<file path="src/rtl/mod_memaccess_pkg.sv">
// Shared types and constants for the memory-access stage and its decode helper.
package mod_memaccess_pkg;

    typedef struct packed {
        logic [0:63] pc_contents;
        logic [0:63] alu_result;
        logic [0:63] alu_ext_result;
        logic [0:63] store_data;
        logic [0:63] mem_addr;
        logic [0:7]  ctl_opcode;
        logic        twob_opcode;
        logic [0:2]  ctl_regByte;
        logic [0:2]  ctl_rmByte;
        logic [0:1]  mod;
        logic        sim_end;
    } EX_MEM;

    typedef struct packed {
        logic [0:63] pc_contents;
        logic [0:63] alu_result;
        logic [0:63] alu_ext_result;
        logic [0:7]  ctl_opcode;
        logic        twob_opcode;
        logic [0:2]  ctl_regByte;
        logic [0:2]  ctl_rmByte;
        logic [0:1]  mod;
        logic        sim_end;
    } EX_WB;

    localparam logic [0:7] OP_LOAD       = 8'd139;
    localparam logic [0:7] OP_STORE      = 8'd137;
    localparam logic [0:7] OP_RETQ       = 8'd195;
    localparam logic [0:7] OP_CALL       = 8'd232;
    localparam logic [0:7] OP_CALLI      = 8'd255;
    localparam logic [0:7] OP_PUSH_FIRST = 8'd80;
    localparam logic [0:7] OP_PUSH_LAST  = 8'd87;
    localparam logic [0:7] OP_POP_FIRST  = 8'd88;
    localparam logic [0:7] OP_POP_LAST   = 8'd95;
    localparam logic [0:1] MOD_REGISTER  = 2'd3;

    typedef enum logic {
        IDLE,
        REQ
    } memacc_state_e;

    function automatic EX_WB to_exwb(input EX_MEM m);
        EX_WB w;
        w.pc_contents    = m.pc_contents;
        w.alu_result     = m.alu_result;
        w.alu_ext_result = m.alu_ext_result;
        w.ctl_opcode     = m.ctl_opcode;
        w.twob_opcode    = m.twob_opcode;
        w.ctl_regByte    = m.ctl_regByte;
        w.ctl_rmByte     = m.ctl_rmByte;
        w.mod            = m.mod;
        w.sim_end        = m.sim_end;
        return w;
    endfunction

endpackage

</file>
<file path="src/rtl/mod_memop_decode.sv">
// Classifies an op as a memory load, a memory store, or neither.
module mod_memop_decode
    import mod_memaccess_pkg::*;
(
    input  logic [0:7] opcode,
    input  logic       twob_opcode,
    input  logic [0:1] mod,
    output logic       is_load,
    output logic       is_store
);

    // Register-direct MOV forms (mod==3) never touch memory; two-byte opcodes are all pass-through.
    always_comb begin
        is_load  = 1'b0;
        is_store = 1'b0;
        if (!twob_opcode) begin
            is_load  = (opcode == OP_LOAD && mod != MOD_REGISTER)
                     || (opcode >= OP_POP_FIRST && opcode <= OP_POP_LAST)
                     || (opcode == OP_RETQ);
            is_store = (opcode == OP_STORE && mod != MOD_REGISTER)
                     || (opcode >= OP_PUSH_FIRST && opcode <= OP_PUSH_LAST)
                     || (opcode == OP_CALL)
                     || (opcode == OP_CALLI);
        end
    end

endmodule

</file>
<file path="src/rtl/mod_memaccess.sv">
// Memory-access stage: passes ALU results through or runs one req/ack memory
// transaction, then hands a registered bundle to writeback.
module mod_memaccess
    import mod_memaccess_pkg::*;
#(
    parameter int TIMEOUT_CYCLES = 255
) (
    input  logic        clk,
    input  logic        reset,
    input  logic        can_memory,
    input  EX_MEM       exmem,
    output logic        mem_ready,
    output logic        mem_req,
    output logic        mem_we,
    output logic [0:63] mem_addr,
    output logic [0:63] mem_wdata,
    input  logic        mem_ack,
    input  logic [0:63] mem_rdata,
    output EX_WB        exwb,
    output logic        can_writeback,
    output logic        store_memstage_active,
    output logic        mem_err
);

    localparam logic [15:0] TIMEOUT_LAST = 16'(TIMEOUT_CYCLES - 1);

    memacc_state_e state;
    memacc_state_e next_state;

    logic        is_load;
    logic        is_store;
    logic        fire;
    logic        fire_mem;
    logic        timed_out;
    logic [15:0] counter;
    EX_WB        pending;

    mod_memop_decode u_decode (
        .opcode      (exmem.ctl_opcode),
        .twob_opcode (exmem.twob_opcode),
        .mod         (exmem.mod),
        .is_load     (is_load),
        .is_store    (is_store)
    );

    assign fire      = can_memory && mem_ready;
    assign fire_mem  = fire && (is_load || is_store);
    assign timed_out = (state == REQ) && !mem_ack && (counter == TIMEOUT_LAST);

    always_ff @(posedge clk) begin
        if (!reset) begin
            state <= IDLE;
        end else begin
            state <= next_state;
        end
    end

    always_comb begin
        next_state = state;
        case (state)
            IDLE: if (fire_mem) next_state = REQ;
            REQ:  if (mem_ack || timed_out) next_state = IDLE;
        endcase
    end

    always_comb begin
        mem_ready = (state == IDLE);
        mem_req   = (state == REQ);
    end

    // mem_we doubles as the "pending op is a store" flag for the retire step.
    always_ff @(posedge clk) begin
        if (!reset) begin
            mem_we                <= 1'b0;
            mem_addr              <= '0;
            mem_wdata             <= '0;
            exwb                  <= '0;
            pending               <= '0;
            can_writeback         <= 1'b0;
            store_memstage_active <= 1'b0;
            mem_err               <= 1'b0;
            counter               <= '0;
        end else begin
            can_writeback         <= 1'b0;
            store_memstage_active <= 1'b0;
            case (state)
                IDLE: begin
                    if (fire_mem) begin
                        pending   <= to_exwb(exmem);
                        mem_we    <= is_store;
                        mem_addr  <= exmem.mem_addr;
                        mem_wdata <= exmem.store_data;
                        counter   <= '0;
                    end else if (fire) begin
                        exwb          <= to_exwb(exmem);
                        can_writeback <= 1'b1;
                    end
                end
                REQ: begin
                    if (mem_ack) begin
                        exwb <= pending;
                        if (!mem_we) exwb.alu_result <= mem_rdata;
                        can_writeback         <= 1'b1;
                        store_memstage_active <= mem_we;
                    end else if (timed_out) begin
                        exwb          <= pending;
                        exwb.sim_end  <= 1'b1;
                        mem_err       <= 1'b1;
                        can_writeback <= 1'b1;
                    end else begin
                        counter <= counter + 16'd1;
                    end
                end
            endcase
        end
    end

endmodule

</file>
<file path="config.mk">
export PLATFORM = sky130hd
export DESIGN_NAME = mod_memaccess
export DESIGN_NICKNAME = d
export VERILOG_FILES = /design/src/rtl/mod_memaccess_pkg.sv /design/src/rtl/mod_memop_decode.sv /design/src/rtl/mod_memaccess.sv
export SDC_FILE = /design/constraint.sdc
export NUM_CORES = 1
export LEC_CHECK = 0
export CAP_MARGIN = 0
export CORE_AREA = 2 2 289 291
export DETAILED_ROUTE_END_ITERATION = 10
export DIE_AREA = 0 0 291 293
export PLACE_DENSITY = 0.56
export SLEW_MARGIN = 20
export SYNTH_ARGS = -nofsm -noshare
export SYNTH_HDL_FRONTEND = slang
export SYNTH_HIERARCHICAL = 1
export SYNTH_SLANG_ARGS = --single-unit
</file>
<file path="constraint.sdc">
create_clock -name clk -period 2.9 [get_ports clk]
set_input_delay 0.435 -clock clk [delete_from_list [all_inputs] [get_ports clk]]
set_output_delay 0.435 -clock clk [all_outputs]
set_load 0.1 [all_outputs]
</file>
# Yosys cells after proc, flatten, opt, wreduce, memory -nomap -nowiden
# Index checks and enable logic that the tools add are counted.
dict set report classes {
  addsub 1
  magnitude_cmp 4
  eq_ne 13
  muxes 20
  bitwise_logic 2
  reduce_logical 21
}
# cell count
set op_table {}
lappend op_table {{two-way mux 210 bit} 4}
lappend op_table {{one-hot mux 210 bit (2 select lines)} 1}
lappend op_table {{two-way mux 64 bit} 1}
lappend op_table {{two-way mux 16 bit} 3}
lappend op_table {{== test 8 bit (second input constant)} 5}
lappend op_table {{one-hot mux 16 bit (2 select lines)} 1}
lappend op_table {{adder 16 x 1 -> 16 bit (second input constant)} 1}
lappend op_table {{== test 16 x 8 -> 1 bit (second input constant)} 1}
lappend op_table {{greater-or-equal comparator 8 x 7 -> 1 bit (second input constant)} 2}
lappend op_table {{less-or-equal comparator 8 x 7 -> 1 bit (second input constant)} 2}
lappend op_table {{AND reduction 3 bit} 4}
lappend op_table {{logical AND 1 bit} 8}
lappend op_table {{two-way mux 1 bit} 8}
lappend op_table {{inequality test 2 bit (second input constant)} 4}
lappend op_table {{logical OR 1 bit} 7}
lappend op_table {{inequality test 2 x 1 -> 1 bit (second input constant)} 2}
lappend op_table {{one-hot mux 1 bit (2 select lines)} 2}
lappend op_table {{inequality test 3 x 2 -> 1 bit (second input constant)} 1}
lappend op_table {{NOT 1 bit} 2}
lappend op_table {{AND reduction 2 bit} 1}
lappend op_table {{zero test 1 bit} 1}
dict set report word_totals {
  ff_bits 569
  input_bits 406
  out_inout_bits 344
  elab_cells 87
}

# Longest topological paths before layout
# Gate-level depths: netlist of the first run.
dict set report logic_depth {
  depth_word 10
  ltp_mapped 10
  depth_no_buf 7
}

# Cells and area by module
# Netlist of the first run, hierarchy kept.
# mod instances cells_per_inst area_per_inst_um2 seq_area_each_um2
set modules_own_cells {}
lappend modules_own_cells {mod_memaccess 1 2813 23707.7 11390.9}
lappend modules_own_cells {mod_memop_decode 1 18 113.9 0.0}

# Worst setup path after synthesis of the first run
# No wires, ideal clock.
dict set report synth_path {
  path_kind {reg2reg}
  start {reg state, in the netlist mem_req}
  end {reg counter[1]}
  setup_ps 72
  arrival_time_ps 2595
  required_time_ps 2828
  path_slack_ps 234
  stages_incl_launch_ff 6
  path_buffers 2
  period_less_slack_ps 2666
  cell_sequence {dfxtp_1 clkbuf_1 clkbuf_1 inv_1 or3_1 mux2i_1}
}
dict set report synth_between {
  elab_chain_len 5
}
# item line_no
set synth_rtl {}
lappend synth_rtl {{start: declaration} mod_memaccess.sv:27} ;# memacc_state_e state;
lappend synth_rtl {{start signal: assignment} mod_memaccess.sv:54} ;# state <= next_state;
lappend synth_rtl {{NOT 1 bit (no source line) *} -}
lappend synth_rtl {{net mem_ready} mod_memaccess.sv:12} ;# output logic mem_ready,
lappend synth_rtl {{logical AND 1 bit} mod_memaccess.sv:46} ;# assign fire = can_memory && mem_ready;
lappend synth_rtl {{logical AND 1 bit} mod_memaccess.sv:47} ;# assign fire_mem = fire && (is_load || is_store);
lappend synth_rtl {{inequality test 2 x 1 -> 1 bit (no source line)} -}
lappend synth_rtl {{AND reduction 3 bit (no source line)} -}
lappend synth_rtl {{end signal: assignment} mod_memaccess.sv:111} ;# counter <= counter + 16'd1;
lappend synth_rtl {{end: declaration} mod_memaccess.sv:35} ;# logic [15:0] counter;
# Mark *: on every way through the listed nets, which the timed path passes. The rest lies on a longest branch.
# A chain may end at the register's enable or synchronous reset.

# Final worst setup path of the first run
dict set report layout_path {
  start {in exmem[11] in the netlist's numbering}
  end {reg mem_addr[47] in the netlist's numbering}
}
dict set report layout_between {
  elab_chain_len 9
}
# item line_no
set layout_rtl {}
lappend layout_rtl {{start: declaration} mod_memaccess.sv:11} ;# input EX_MEM exmem,
lappend layout_rtl {{greater-or-equal comparator 8 x 7 -> 1 bit, or another cell as far along} mod_memop_decode.sv:21} ;# || (opcode >= OP_PUSH_FIRST && opcode <= OP_PUSH_LAST)
lappend layout_rtl {{logical AND 1 bit (on tied branches)} {mod_memop_decode.sv:21, mod_memop_decode.sv:20}}
lappend layout_rtl {{logical OR 1 bit} mod_memop_decode.sv:21}
lappend layout_rtl {{logical OR 1 bit} mod_memop_decode.sv:22} ;# || (opcode == OP_CALL)
lappend layout_rtl {{logical OR 1 bit *} mod_memop_decode.sv:23} ;# || (opcode == OP_CALLI);
lappend layout_rtl {{two-way mux 1 bit *} mod_memop_decode.sv:16} ;# if (!twob_opcode) begin
lappend layout_rtl {{net is_store} mod_memaccess.sv:31} ;# logic is_store;
lappend layout_rtl {{logical OR 1 bit *} mod_memaccess.sv:47}
lappend layout_rtl {{logical AND 1 bit *} mod_memaccess.sv:47}
lappend layout_rtl {{AND reduction 2 bit (no source line) *} -}
lappend layout_rtl {{end signal: assignment} mod_memaccess.sv:91} ;# mem_addr <= exmem.mem_addr;
lappend layout_rtl {{end: declaration} mod_memaccess.sv:15} ;# output logic [0:63] mem_addr,
# Marked as above.

==> results of run 1 <==
kinds of logic after synthesis:
kind of cell | Yosys count | synth area share (%)
simple gates | 1168 | 19.12
flops | 569 | 47.82
compound gates | 437 | 10.44
mux | 424 | 18.58
buf+inv | 230 | 3.903
fa+ha+maj | 2 | 0.1050
xor+xnor | 1 | 0.03677
cell type report:
cell class              instances  area [um2]  area share [%]
flip-flops and latches        569       11390           32.95
diodes                         19       47.55          0.1375
repair buffers                858        7998           23.13
clock buffers                  99        2001           5.785
well taps                    1070        1339           3.871
multi-input cells            2032       11530           33.34
clock inverters                18       246.5          0.7128
inverters                       5       26.28         0.07598
state kept, by name, summed over array words and instances (netlist names):
signal	flops
can_writeback	1
counter	16
exwb	210
mem_addr	64
mem_err	1
mem_req	1
mem_wdata	64
mem_we	1
pending	210
store_memstage_active	1
cell usage after synthesis, types with 2 or more instances:
cell	n
a211o_1	65
a21oi_1	350
a31oi_1	3
and2_1	2
and3_1	2
and3b_1	2
and4_1	3
buf_1	9
buf_2	11
buf_4	14
clkbuf_1	191
dfxtp_1	569
ha_1	2
inv_1	5
mux2_2	145
mux2i_1	279
nand2_1	1047
nand2b_1	6
nand3_1	3
nand4_1	7
nor2_1	70
nor2b_1	3
nor3_1	2
o21ai_0	4
o31ai_1	7
o41ai_1	2
or3_1	5
or4_1	9
worst min-delay path by stage:
stage            startpoint      endpoint  slack (ns)  cells past startpoint
5_1_grt               reset  pending[145]        0.25                      3
2_1_floorplan    pending[0]    pending[0]        0.43                      2
3_5_place_dp    pending[36]   pending[36]        0.44                      2
6_report              reset  pending[145]        0.24                      3
3_3_place_gp   pending[185]  pending[185]        0.44                      2
4_1_cts               reset  pending[145]        0.22                      3
placed cells by master (no fill, tap or decap), types with 2 or more instances in the layout:
cell,synthesis,final
nand2_1,1047,1046
clkinv_2,0,7
inv_16,0,3
clkbuf_8,0,14
mux2_2,145,145
clkinvlp_4,0,3
a31oi_1,3,3
or3_1,5,5
o31ai_1,7,7
a211o_1,65,65
dfxtp_1,569,568
inv_1,5,4
o21ai_0,4,4
o41ai_1,2,2
and3_1,2,2
nor3_1,2,2
nand4_1,7,7
and4_1,3,3
nand3_1,3,3
nand2b_1,6,6
bufinv_16,0,3
buf_4,14,410
clkdlybuf4s50_1,0,404
clkbuf_16,0,70
nor2b_1,3,2
or4_1,9,9
nor2_1,70,70
a21oi_1,350,350
diode_2,0,19
mux2i_1,279,279
ha_1,2,2
and3b_1,2,2
clkbuf_1,191,15
buf_12,0,43
per-stage QoR:
| stage | std cells | hold WS [ns] |
|---|---|---|
| floorplan | 2831 | 0.4311 |
| global placement | 4534 | 0.4382 |
| detailed placement | 4534 | 0.4439 |
| CTS | 4651 | 0.2152 |
| global route | 4669 | 0.2467 |
| finish | 4670 | 0.2378 |
report_power, final:
part	leakage (uW)	switching [uW]	total (uW)	internal, uW
clock network	0.00110	3540	8630	5100
logic	0.00812	2910	4300	1390
registers	0.00463	170	8300	8130
worst max-delay path: stages:
cell	delay [ns]
clkdlybuf4s50_1	0.52
or4_1	0.46
a211o_1	0.32
o21ai_0	0.11
or2_2	0.20
nand2_4	0.08
buf_4	0.21
buf_12	0.19
buf_12	0.19
nand2_1	0.07
a21oi_1	0.06
routing by layer:
metal	wire length (um)	vias up	share of wire [%]
met4	2283	12	2.6
met3	5645	128	6.5
li1	-	10860	-
met1	37660	10190	43
met2	41290	552	47
met5	69	-	0.079
==> results.sh, run 1 <==
export IMPL_status="finished clean"
export IMPL_synthesis_nets=3239
export IMPL_fin_tns_setup_ns=0
export IMPL_pin_count=750
export IMPL_fill_cells=8282
export IMPL_cts_buffer_depth=3
export IMPL_met2_usage_pct=31.71
export IMPL_routed_via_density=4.656
export IMPL_htreeDepth=3
export IMPL_stdcell_area_um2=34580
export IMPL_crit_arrival_ns=2.90
export IMPL_post_synth_top_area_fraction_pct=47.82
export IMPL_hp_class="input pin to register"
export IMPL_worstSetupEndpoint="mem_addr[47]"
export IMPL_synth_edf_count=0
export IMPL_syn2layout_area_growth_pct=45.17
export IMPL_worst_r2r_cell_count=6
export IMPL_ys_types=42
export IMPL_clk_latency_ns=0.61
export IMPL_r2r_start="counter[11]"
export IMPL_drv_slew=0
export IMPL_cts_setup_buffers=0
export IMPL_dp_hpwl_um=63270
export IMPL_rsz0062_at_grt="no"
export IMPL_routabilityCongestion=0.8960
export IMPL_power_per_cell_area_nw_per_um2=614.0
export IMPL_pre_cts_slack_ns=-0.1183
export IMPL_die_w_um=291
export IMPL_hold_violations=0
export IMPL_cts_sinks=569
export IMPL_grt_use_total_pct=19.46
export IMPL_wl_per_cell_um=18.62
export IMPL_dieArea_um2=85260
export IMPL_p_total_uw=21230
export IMPL_busiest_layer="met2"
export IMPL_numCtsBuffers=68
export IMPL_wirelength_um=86950
export IMPL_path_clk_slew_ns=0.06
export IMPL_core_area_um2=81850
export IMPL_first_global_vias=20740
export IMPL_endpoint_kind="register"
export IMPL_max_vdd_ir_drop_mv=0.4314
export IMPL_yosys_area_top_type="dfxtp_1"
export IMPL_regToRegSetupSlack_ns=0.66
export IMPL_antenna_found_initial=25
export IMPL_firstDrtPassIters=5
export IMPL_required_ns=3.38
export IMPL_clock_skew_ns=0.02650
export IMPL_grt_pass1_wl_um=129000
export IMPL_synthTopCellsByArea="dfxtp_1, nand2_1, mux2i_1"
export IMPL_setup_slack_ns=0.4729
export IMPL_clock_root_buffer="clkbuf_16"
export IMPL_worst_pin_slew_ns=0.8150
export IMPL_die_h_um=293
export IMPL_gr_usage_met3_pct=5.287
export IMPL_cp_max_fo=48
export IMPL_synth_avg_cell_area_um2=8.415
export IMPL_yosysWarnings=6
export IMPL_syn_area_um2=23820
export IMPL_initial_core_util_pct=29.10
export IMPL_drc=0
export IMPL_grt_ovfl_total=0
export IMPL_cts_tree="yes"
export IMPL_seq_area_frac_synth_pct=47.82
export IMPL_max_cap_viol_count=0
export IMPL_placementRows=105
export IMPL_grt_max_degree=138
export IMPL_ys_seq_elements=569
export IMPL_placed_area_um2=32290
export IMPL_p_leak_uw=0.01385
export IMPL_period_share_pct=83.69
export IMPL_finalCoreUtilization_pct=42.25
export IMPL_final_nets=3942
export IMPL_max_freq_mhz=412.0
export IMPL_crit_start="exmem[11]"
export IMPL_grt_util_met1_pct=24.22
export IMPL_fin_crit_ns=2.427
export IMPL_postSynth_asyncResetShare_pct=0
export IMPL_cts_resized=0
export IMPL_setup_violations=0
export IMPL_drtIter0Drc=1093
export IMPL_cp_start_kind="input pin"
export IMPL_synthCells=2831
export IMPL_timing_rr_end="exwb[149]"
export IMPL_synth_main_ff_cell="dfxtp_1"
export IMPL_portBuffers=749
export IMPL_cts_hold_buf=0
export IMPL_route_vias_total=21740
export IMPL_ant_nets=0
export IMPL_drive_gt1_share_pct=19.83
export IMPL_crit_type="input pin to register"
export IMPL_slew_headroom_pct=45.67
No activity file was read; power rests on OpenSTA's default activity.
==> run 2: changes to the inputs <==
==> constraint.sdc (replaced) <==
create_clock -name clk -period 2.5 [get_ports clk]
set_input_delay 0.375 -clock clk [delete_from_list [all_inputs] [get_ports clk]]
set_output_delay 0.375 -clock clk [all_outputs]
set_load 0.1 [all_outputs]
==> run 2 against run 1 <==
Non-clock buffer count increased by 18. Cell area increased by 1.5%. Via count increased by 0.13%. Highest routed layer unchanged. Clock skew increased by 0.0015 ns. Clock power increased by 26%. Hold slack got worse by 0.13 ns. Sequential power increased by 16%. Worst setup slack got worse by 0.39 ns. First-iteration DRC count increased by 7.0%. Die area unchanged. Core utilization increased by 0.63 points. Critical path depth decreased by 1.
==> results.sh, run 2 (synthesis gave the netlist of run 1 again) <==
export IMPL_slew_headroom_pct=54.44
export IMPL_sw_frac_of_total_pct=30.63
export IMPL_cts_tree="yes"
export IMPL_cts_buffer_depth=3
export IMPL_die_h_um=293
export IMPL_max_vdd_ir_drop_mv=0.4920
export IMPL_drtIter0Drc=1170
export IMPL_initial_core_util_pct=29.10
export IMPL_dp_hpwl_um=64280
export IMPL_first_global_vias=21250
export IMPL_route_vias_total=21770
export IMPL_drc=0
export IMPL_r2r_start="counter[11]"
export IMPL_max_cap_viol_count=0
export IMPL_power_per_cell_area_nw_per_um2=727.3
export IMPL_fin_cells=4702
export IMPL_wirelength_um=88130
export IMPL_placed_cells=4552
export IMPL_final_nets=3964
export IMPL_clock_skew_ns=0.02797
export IMPL_crit_start="exmem[14]"
export IMPL_ant_nets=0
export IMPL_p_comb_share_pct=19.7
export IMPL_status="finished clean"
export IMPL_drive_gt1_share_pct=20.67
export IMPL_required_ns=3.01
export IMPL_hold_violations=0
export IMPL_path_clk_slew_ns=0.06
export IMPL_grt_pass1_wl_um=132100
export IMPL_cts_sinks=569
export IMPL_placementRows=105
export IMPL_stdcell_area_um2=35100
export IMPL_period_share_pct=96.54
export IMPL_routabilityCongestion=0.8908
export IMPL_clock_root_buffer="clkbuf_16"
export IMPL_cts_resized=0
export IMPL_cts_setup_buffers=0
export IMPL_final_cell_mix="nand2_1, dfxtp_1, buf_4"
export IMPL_antenna_found_initial=19
export IMPL_syn2layout_area_growth_pct=47.33
export IMPL_grt_use_total_pct=19.93
export IMPL_finalCoreUtilization_pct=42.88
export IMPL_max_freq_mhz=414.3
export IMPL_portBuffers=749
export IMPL_grt_max_degree=128
export IMPL_hp_start="reset"
export IMPL_cts_hold_buf=0
export IMPL_wl_per_cell_um=18.74
export IMPL_grt_ovfl_total=0
export IMPL_core_area_um2=81850
export IMPL_hp_class="input pin to register"
export IMPL_htreeDepth=3
export IMPL_dieArea_um2=85260
export IMPL_endpoint_kind="register"
export IMPL_whs_ns=0.1041
export IMPL_drv_slew=0
export IMPL_firstDrtPassIters=5
export IMPL_fin_tns_setup_ns=0
export IMPL_power_switching_uw=7818
export IMPL_reg_top3="exwb (210), pending (210)"
export IMPL_p_leak_uw=0.01412
export IMPL_cp_max_fo=42
export IMPL_power_frac_clock_pct=42.6
export IMPL_rsz0062_at_grt="no"
export IMPL_setup_violations=0
export IMPL_routed_via_density=4.631
export IMPL_fin_crit_ns=2.414
export IMPL_die_w_um=291
export IMPL_placed_area_um2=32540
export IMPL_p_seq_share_pct=37.7
export IMPL_numCtsBuffers=72
export IMPL_pin_count=750
export IMPL_clk_latency_ns=0.60
export IMPL_cp_start_kind="input pin"
export IMPL_layout_cells_most_common="nand2_1"
export IMPL_intPower_uw=17710
export IMPL_worst_pin_slew_ns=0.6834
export IMPL_crit_type="input pin to register"
export IMPL_crit_arrival_ns=2.93
-- run 2: stage by stage --
step	power (uW)	worst slack, ns
after global placement	14860	-0.4985
final	25520	0.08641
after floorplan	13070	0.02437
after global routing	26490	0.004990
after CTS	25890	0.1210
after detailed placement	14870	-0.5293
-- run 2: layout make-up --
cell class                 instances  area [um2]
sequential                       569       11390
tap                             1070        1339
antenna                           18       45.04
clock inverter                    24       284.0
clock buffer                     108        2232
fill                            8149       46750
inverter                           5       26.28
timing repair buffer             876        8245
multi-input combinational       2032       11530
-- run 2: power groups by stage --
stage	sequential [uW]	combinational [uW]	clock (uW)
after CTS	9630	5060	11200
after global placement	9820	5040	0
after global routing	9670	5260	11600
final	9630	5030	10900
after floorplan	11900	1160	0
after detailed placement	9820	5050	0
-- run 2: routing by layer --
layer / part of all wire [%] / routed length, um / global-route usage (%)
met5: 0.031 / 27 / 0
met4: 2.6 / 2312 / 7.456
met3: 6.5 / 5764 / 5.272
met2: 48 / 42270 / 33.15
met1: 43 / 37760 / 24.69
-- run 2: worst max-delay path, stage by stage --
cell             delay (ns)
clkdlybuf4s50_1        0.50
or4_1                  0.53
a211o_1                0.30
o21ai_0                0.12
or2_2                  0.21
and2_4                 0.23
buf_12                 0.24
buf_4                  0.22
nand2_1                0.07
a21oi_1                0.12
-- run 2: path summary, 6_finish.rpt --
kind | slack [ns] | cells past startpoint | endpoint
min reg2reg | 0.45 | 2 | pending[12]
max reg2reg | 0.27 | 6 | exwb[77]
max | 0.09 | 10 | mem_wdata[3]
min | 0.10 | 3 | exwb[209]
